$ cat src/rtl/dds_pkg.sv
// dds_pkg: shared state type and default parameters for the DDS phase accumulator.
package dds_pkg;
  localparam int DEFAULT_PHASE_WIDTH = 32;
  localparam int DEFAULT_TICK_DIV = 1;
`ifdef PHASE_ACC_SWEEP_EN
  typedef enum logic [1:0] {IDLE, RUN, SWEEP} state_t;
`else
  typedef enum logic [1:0] {IDLE, RUN} state_t;
`endif
endpackage

$ cat src/rtl/tick_divider.sv
// tick_divider: one-cycle tick every TICK_DIV cycles while run is high; counter held at 0 otherwise.
module tick_divider
  import dds_pkg::*;
#(
  parameter int TICK_DIV = DEFAULT_TICK_DIV
) (
  input  logic clk,
  input  logic reset,
  input  logic run,
  output logic tick
);
  logic [15:0] cnt;
  logic last;
  assign last = cnt == 16'(TICK_DIV - 1);
  assign tick = run && last;
  always_ff @(posedge clk) cnt <= (reset || !run || last) ? '0 : cnt + 16'd1;
endmodule

$ cat src/rtl/phase_accumulator.sv
// phase_accumulator: DDS phase accumulator with tick divider and optional FTW sweep.
// Define PHASE_ACC_SWEEP_EN to build the SWEEP state; otherwise sweep inputs are ignored.
module phase_accumulator
  import dds_pkg::*;
#(
  parameter int PHASE_WIDTH = DEFAULT_PHASE_WIDTH,
  parameter int TICK_DIV = DEFAULT_TICK_DIV
) (
  input  logic                   clk,
  input  logic                   reset,
  input  logic                   run,
  input  logic [PHASE_WIDTH-1:0] ftw_in,
  input  logic                   ftw_load,
  input  logic [PHASE_WIDTH-1:0] phase_offset,
  input  logic                   acc_clr,
  input  logic                   sweep_start,
  input  logic [PHASE_WIDTH-1:0] sweep_step,
  input  logic [PHASE_WIDTH-1:0] ftw_stop,
  output logic [PHASE_WIDTH-1:0] phase,
  output logic                   sample_en,
  output logic                   wrap,
  output logic                   sweep_done
);
  localparam int W = PHASE_WIDTH;
  state_t state, state_nx;
  logic [W-1:0] acc, ftw_reg, ftw_nx;
  logic [W:0] sum;
  logic active, tick;
  assign active = run && state != IDLE;
  tick_divider #(.TICK_DIV(TICK_DIV)) u_tick (.clk(clk), .reset(reset), .run(active), .tick(tick));
  assign sum = {1'b0, acc} + {1'b0, ftw_reg};
`ifdef PHASE_ACC_SWEEP_EN
  logic [W:0] swp_sum;
  logic [W-1:0] swp_ftw;
  logic done_nx;
  assign swp_sum = {1'b0, ftw_reg} + {1'b0, sweep_step};
  assign swp_ftw = swp_sum >= {1'b0, ftw_stop} ? ftw_stop : swp_sum[W-1:0];
  always_comb begin
    state_nx = state;
    ftw_nx = ftw_reg;
    done_nx = 1'b0;
    case (state)
      IDLE: begin
        ftw_nx = ftw_load ? ftw_in : ftw_reg;
        state_nx = run ? RUN : IDLE;
      end
      RUN: begin
        ftw_nx = ftw_load ? ftw_in : ftw_reg;
        if (!run) state_nx = IDLE;
        else if (sweep_start && ftw_reg >= ftw_stop) done_nx = 1'b1;
        else if (sweep_start) state_nx = SWEEP;
      end
      SWEEP: begin
        if (!run) state_nx = IDLE;
        else if (tick) begin
          ftw_nx = swp_ftw;
          done_nx = swp_ftw == ftw_stop;
          state_nx = swp_ftw == ftw_stop ? RUN : SWEEP;
        end
      end
      default: state_nx = IDLE;
    endcase
  end
  always_ff @(posedge clk) sweep_done <= reset ? 1'b0 : done_nx;
`else
  always_comb begin
    state_nx = run ? RUN : IDLE;
    ftw_nx = ftw_load ? ftw_in : ftw_reg;
  end
  assign sweep_done = &{1'b0, sweep_start, ^sweep_step, ^ftw_stop};
`endif
  always_ff @(posedge clk) begin
    if (reset) begin
      state <= IDLE;
      ftw_reg <= '0;
    end else begin
      state <= state_nx;
      ftw_reg <= ftw_nx;
    end
  end
  // acc_clr wins over a coincident tick and suppresses that sample
  always_ff @(posedge clk) begin
    if (reset) begin
      acc <= '0;
      phase <= '0;
      sample_en <= 1'b0;
      wrap <= 1'b0;
    end else if (acc_clr) begin
      acc <= '0;
      phase <= phase_offset;
      sample_en <= 1'b0;
      wrap <= 1'b0;
    end else if (tick) begin
      acc <= sum[W-1:0];
      phase <= sum[W-1:0] + phase_offset;
      sample_en <= 1'b1;
      wrap <= sum[W];
    end else begin
      sample_en <= 1'b0;
      wrap <= 1'b0;
    end
  end
endmodule
$ cat config.mk
export PLATFORM = sky130hd
export DESIGN_NAME = phase_accumulator
export DESIGN_NICKNAME = d
export VERILOG_FILES = /design/src/rtl/dds_pkg.sv /design/src/rtl/tick_divider.sv /design/src/rtl/phase_accumulator.sv
export SDC_FILE = /design/constraint.sdc
export NUM_CORES = 1
export LEC_CHECK = 0
export CAP_MARGIN = 20
export CORE_ASPECT_RATIO = 1.2
export CORE_MARGIN = 1
export CORE_UTILIZATION = 45
export DETAILED_ROUTE_END_ITERATION = 10
export PLACE_DENSITY = 0.73
export REMOVE_ABC_BUFFERS = 1
export SLEW_MARGIN = 15
export SYNTH_ARGS = -nofsm -noshare
export SYNTH_HDL_FRONTEND = slang
export SYNTH_SLANG_ARGS = --single-unit
$ cat constraint.sdc
create_clock -name clk -period 5.7 [get_ports clk]
set_input_delay 0.57 -clock clk [delete_from_list [all_inputs] [get_ports clk]]
set_output_delay 0.57 -clock clk [all_outputs]
set_load 0.1 [all_outputs]
==> flow_summary.json, run 1 <==
{
  "run_status": "finished, final reports clean",
  "postSynthCellCount": 946,
  "hold_class": "flip-flop to flip-flop",
  "p_sw_uw": 731,
  "drive_above_1_share_pct": 5.29,
  "hpwlAfterDp_mm": 13.9,
  "drc": 0,
  "dr.pass1.iters": 4,
  "max_stage_delay_ps": 400,
  "synth_ff_type": "dfxtp_1",
  "period_needed_ps": 5170,
  "core_area_mm2": 0.0163,
  "combinationalPowerShare_pct": 22.1,
  "cts_root_buffer": "clkbuf_16",
  "io_buffers": 102,
  "finClkSkew_ps": 11.3,
  "final_util_pct": 56.8,
  "cp.required_ps": 6030,
  "timing.hold.ws_ps": 459,
  "drv_slew": 0,
  "leakage_uw": 0.00391,
  "cts_buffers": 17,
  "pre_cts_ws_ps": 458,
  "ys_seq_elements": 115,
  "gp_congestion": 0.898,
  "seqCellArea_mm2": 0.00230,
  "ys_warn_count": 0,
  "crit_chain": "ha_1 > inv_1 > fa_1 > nor2b_1 > o21a_1 > o21ai_0 > a211oi_1 > nor3_1 > o21bai_1 > a21oi_1 > o31ai_1 > xor2_1 > ha_1 > a21oi_1 > o21ai_0 > a211oi_1 > a211oi_2 > o221ai_1 > o21ai_1 > a31oi_1 > xnor2_1 > nor3_1 > a211oi_1",
  "power_frac_seq_pct": 34.9,
  "die_h_um": 143,
  "p_int_uw": 1720,
  "worst_pin_slew_ps": 1020,
  "synth_area_per_cell_um2": 7.93,
  "overflow": 0,
  "setup_ws_ps": 530,
  "fillers": 1535,
  "grt_pass1_wl_mm": 31.3,
  "antenna_left": 0,
  "antenna_found_initial": 0,
  "cts_tree": "yes",
  "final_nets": 1230,
  "diodes": 0,
  "ys_types": 62,
  "placementRows": 51,
  "grt_pass1_vias": 6670,
  "critical_path.top_delay_family": "compound AO/OA/AOI/OAI gates",
  "wire_per_inst_um": 15.3,
  "netlist_area_mm2": 0.00750,
  "clock_latency_ps": 420,
  "area_delta_synth_final_pct": 23.3,
  "drtIter0Drc": 458,
  "swShare_pct": 29.8,
  "clockBufferDepth": 2,
  "final.period_utilization_pct": 90.7,
  "synth_edf_count": 0,
  "arrival_ps": 5500,
  "clkTransAtPathRegs_ps": 60,
  "clock_power_share_pct": 43.1,
  "io_pins": 169,
  "rsz0062_at_grt": "false",
  "powerDensity_mw_per_mm2": 265,
  "htreeDepth": 4,
  "crit_path_max_fanout": 7,
  "die_w_um": 120,
  "crit_buf_inv": 1,
  "clock_sinks": 115,
  "track_usage_pct": 22.9,
  "ys_seq_area_share_pct": 30.7,
  "peakVddDrop_v": 0.000240,
  "drt_wl_total_mm": 19.2,
  "setup.worst_path.end_class": "flip-flop",
  "finalSetupViolCount": 0,
  "start_util_pct": 46.1,
  "die-area_mm2": 0.0172,
  "max_clock_freq_mhz": 193,
  "crit_type": "flip-flop to flip-flop",
  "grt_max_degree": 48,
  "via_count": 6872,
  "multi_input_area_mm2": 0.00493,
  "finalHoldViolations": 0,
  "cp-start-kind": "flip-flop",
  "tns_ps": 0,
  "drt-vias-per-instance": 5.49,
  "max_slew_margin_pct": 31.8,
  "cpMostUsedCell": "a211oi_1",
  "drv_cap": 0,
  "ys_async_sr_fraction_pct": 0,
  "slowest_stage": "fa_1"
}
[worst paths after layout]
check | start | end | slack (ps) | cells past startpoint
setup / recovery | ftw_reg[0]$_SDFFE_PP0P_ | phase[31]$_SDFFE_PP0P_ | 530 | 23
hold / removal | acc[10]$_SDFFE_PP0P_ | acc[10]$_SDFFE_PP0P_ | 460 | 2
setup reg to reg | ftw_reg[0]$_SDFFE_PP0P_ | phase[31]$_SDFFE_PP0P_ | 530 | 23
hold reg to reg | acc[10]$_SDFFE_PP0P_ | acc[10]$_SDFFE_PP0P_ | 460 | 2
[area by class of cell]
cell class | count | area share [%]
Multi-Input combinational cell | 757 | 53.3
Timing Repair Buffer | 107 | 11.3
Clock buffer | 22 | 5.23
Tap cell | 212 | 2.87
Sequential cell | 115 | 24.9
Inverter | 30 | 1.22
Clock inverter | 9 | 1.12
[tightest hold or removal path: stages (launching register included)]
cell     delay, ps
dfxtp_1        310
nand2_1         50
a21oi_1         50
[metrics by stage]
stage	instance area, um^2	total power (uW)	instances
CTS	9250	2470	1252
detailed placement	8660	1410	1221
global placement	8660	1400	1221
finish	9250	2450	1252
global route	9250	2560	1252
floorplan	7330	1240	902
[metal layers]
metal	up-vias	routed length, um	global-route usage, %
met5	-	0	0
met4	0	457	9.08
met3	28	760	4.21
met2	148	9670	41.9
met1	3164	8270	26.3
li1	3532	-	-
[cells by family after synthesis]
| logic type | after synthesis | share of synthesized area (%) |
|---|---|---|
| AND/OR/NAND/NOR | 308 | 18.2 |
| AO/OA/AOI/OAI | 280 | 23.6 |
| flip-flops | 115 | 30.7 |
| buffers and inverters | 74 | 3.75 |
| adder cells (fa/ha/maj) | 68 | 11.5 |
| XOR/XNOR | 68 | 7.94 |
| multiplexers | 32 | 4.27 |
| other | 1 | 0.0500 |
[Yosys cell counts (3+ instances only)]
| master | number | area share [%] |
|---|---|---|
| nor4_1 | 6 | 0.50 |
| nand2b_1 | 3 | 0.25 |
| o21ai_0 | 40 | 2.7 |
| a21o_1 | 29 | 2.9 |
| o21bai_1 | 15 | 1.5 |
| o21ai_1 | 4 | 0.27 |
| a311oi_1 | 4 | 0.47 |
| nor3_1 | 15 | 1.0 |
| nand4_1 | 9 | 0.75 |
| nor2_1 | 98 | 4.9 |
| clkbuf_1 | 34 | 1.7 |
| and2_1 | 3 | 0.25 |
| a21oi_1 | 119 | 7.9 |
| o31ai_1 | 5 | 0.50 |
| ha_1 | 66 | 11 |
| a221oi_1 | 6 | 0.70 |
| and3_1 | 18 | 1.5 |
| a31oi_1 | 5 | 0.42 |
| nand3_1 | 16 | 1.1 |
| dfxtp_1 | 115 | 31 |
| inv_1 | 30 | 1.5 |
| or4_1 | 3 | 0.30 |
| mux2i_1 | 32 | 4.3 |
| o22ai_1 | 3 | 0.25 |
| xnor2_1 | 42 | 4.9 |
| and4_1 | 3 | 0.35 |
| a211oi_1 | 13 | 1.3 |
| buf_1 | 9 | 0.45 |
| a21boi_0 | 3 | 0.30 |
| nand2_1 | 120 | 6.0 |
| o21a_1 | 8 | 0.80 |
| nor2b_1 | 6 | 0.50 |
| xor2_1 | 26 | 3.0 |
| or2_2 | 3 | 0.25 |
[timing repair]
action	in CTS	in global routing
hold buffers	0	0
setup buffers	0	0
gates resized for setup	0	1
setup endpoints to repair	0	1
[layout by cell type, fill, tap and decap left out, types with 29 or more instances in the layout]
cell,count
nand2_1,120
a21oi_1,119
dfxtp_1,115
clkdlybuf4s50_1,100
nor2_1,97
ha_1,66
xnor2_1,42
o21ai_0,40
mux2i_1,32
inv_1,30
a21o_1,29
[power groups by stage]
stage	combinational, uW	clock, uW	sequential, uW
3_3_place_gp	532	0	871
3_5_place_dp	536	0	872
2_1_floorplan	258	0	981
6_report	541	1060	855
5_1_grt	583	1110	858
4_1_cts	540	1080	855
No activity file was read; power rests on OpenSTA's default activity.
==> run 2, diff against run 1 <==
--- a/config.mk
+++ b/config.mk
@@ -5,7 +5,6 @@
 export SDC_FILE = /design/constraint.sdc
 export NUM_CORES = 1
 export LEC_CHECK = 0
-export CAP_MARGIN = 20
 export CORE_ASPECT_RATIO = 1.2
 export CORE_MARGIN = 1
 export CORE_UTILIZATION = 45
==> results of run 2 <==
The final DEF is identical to that of run 1; final timing and power are the same.
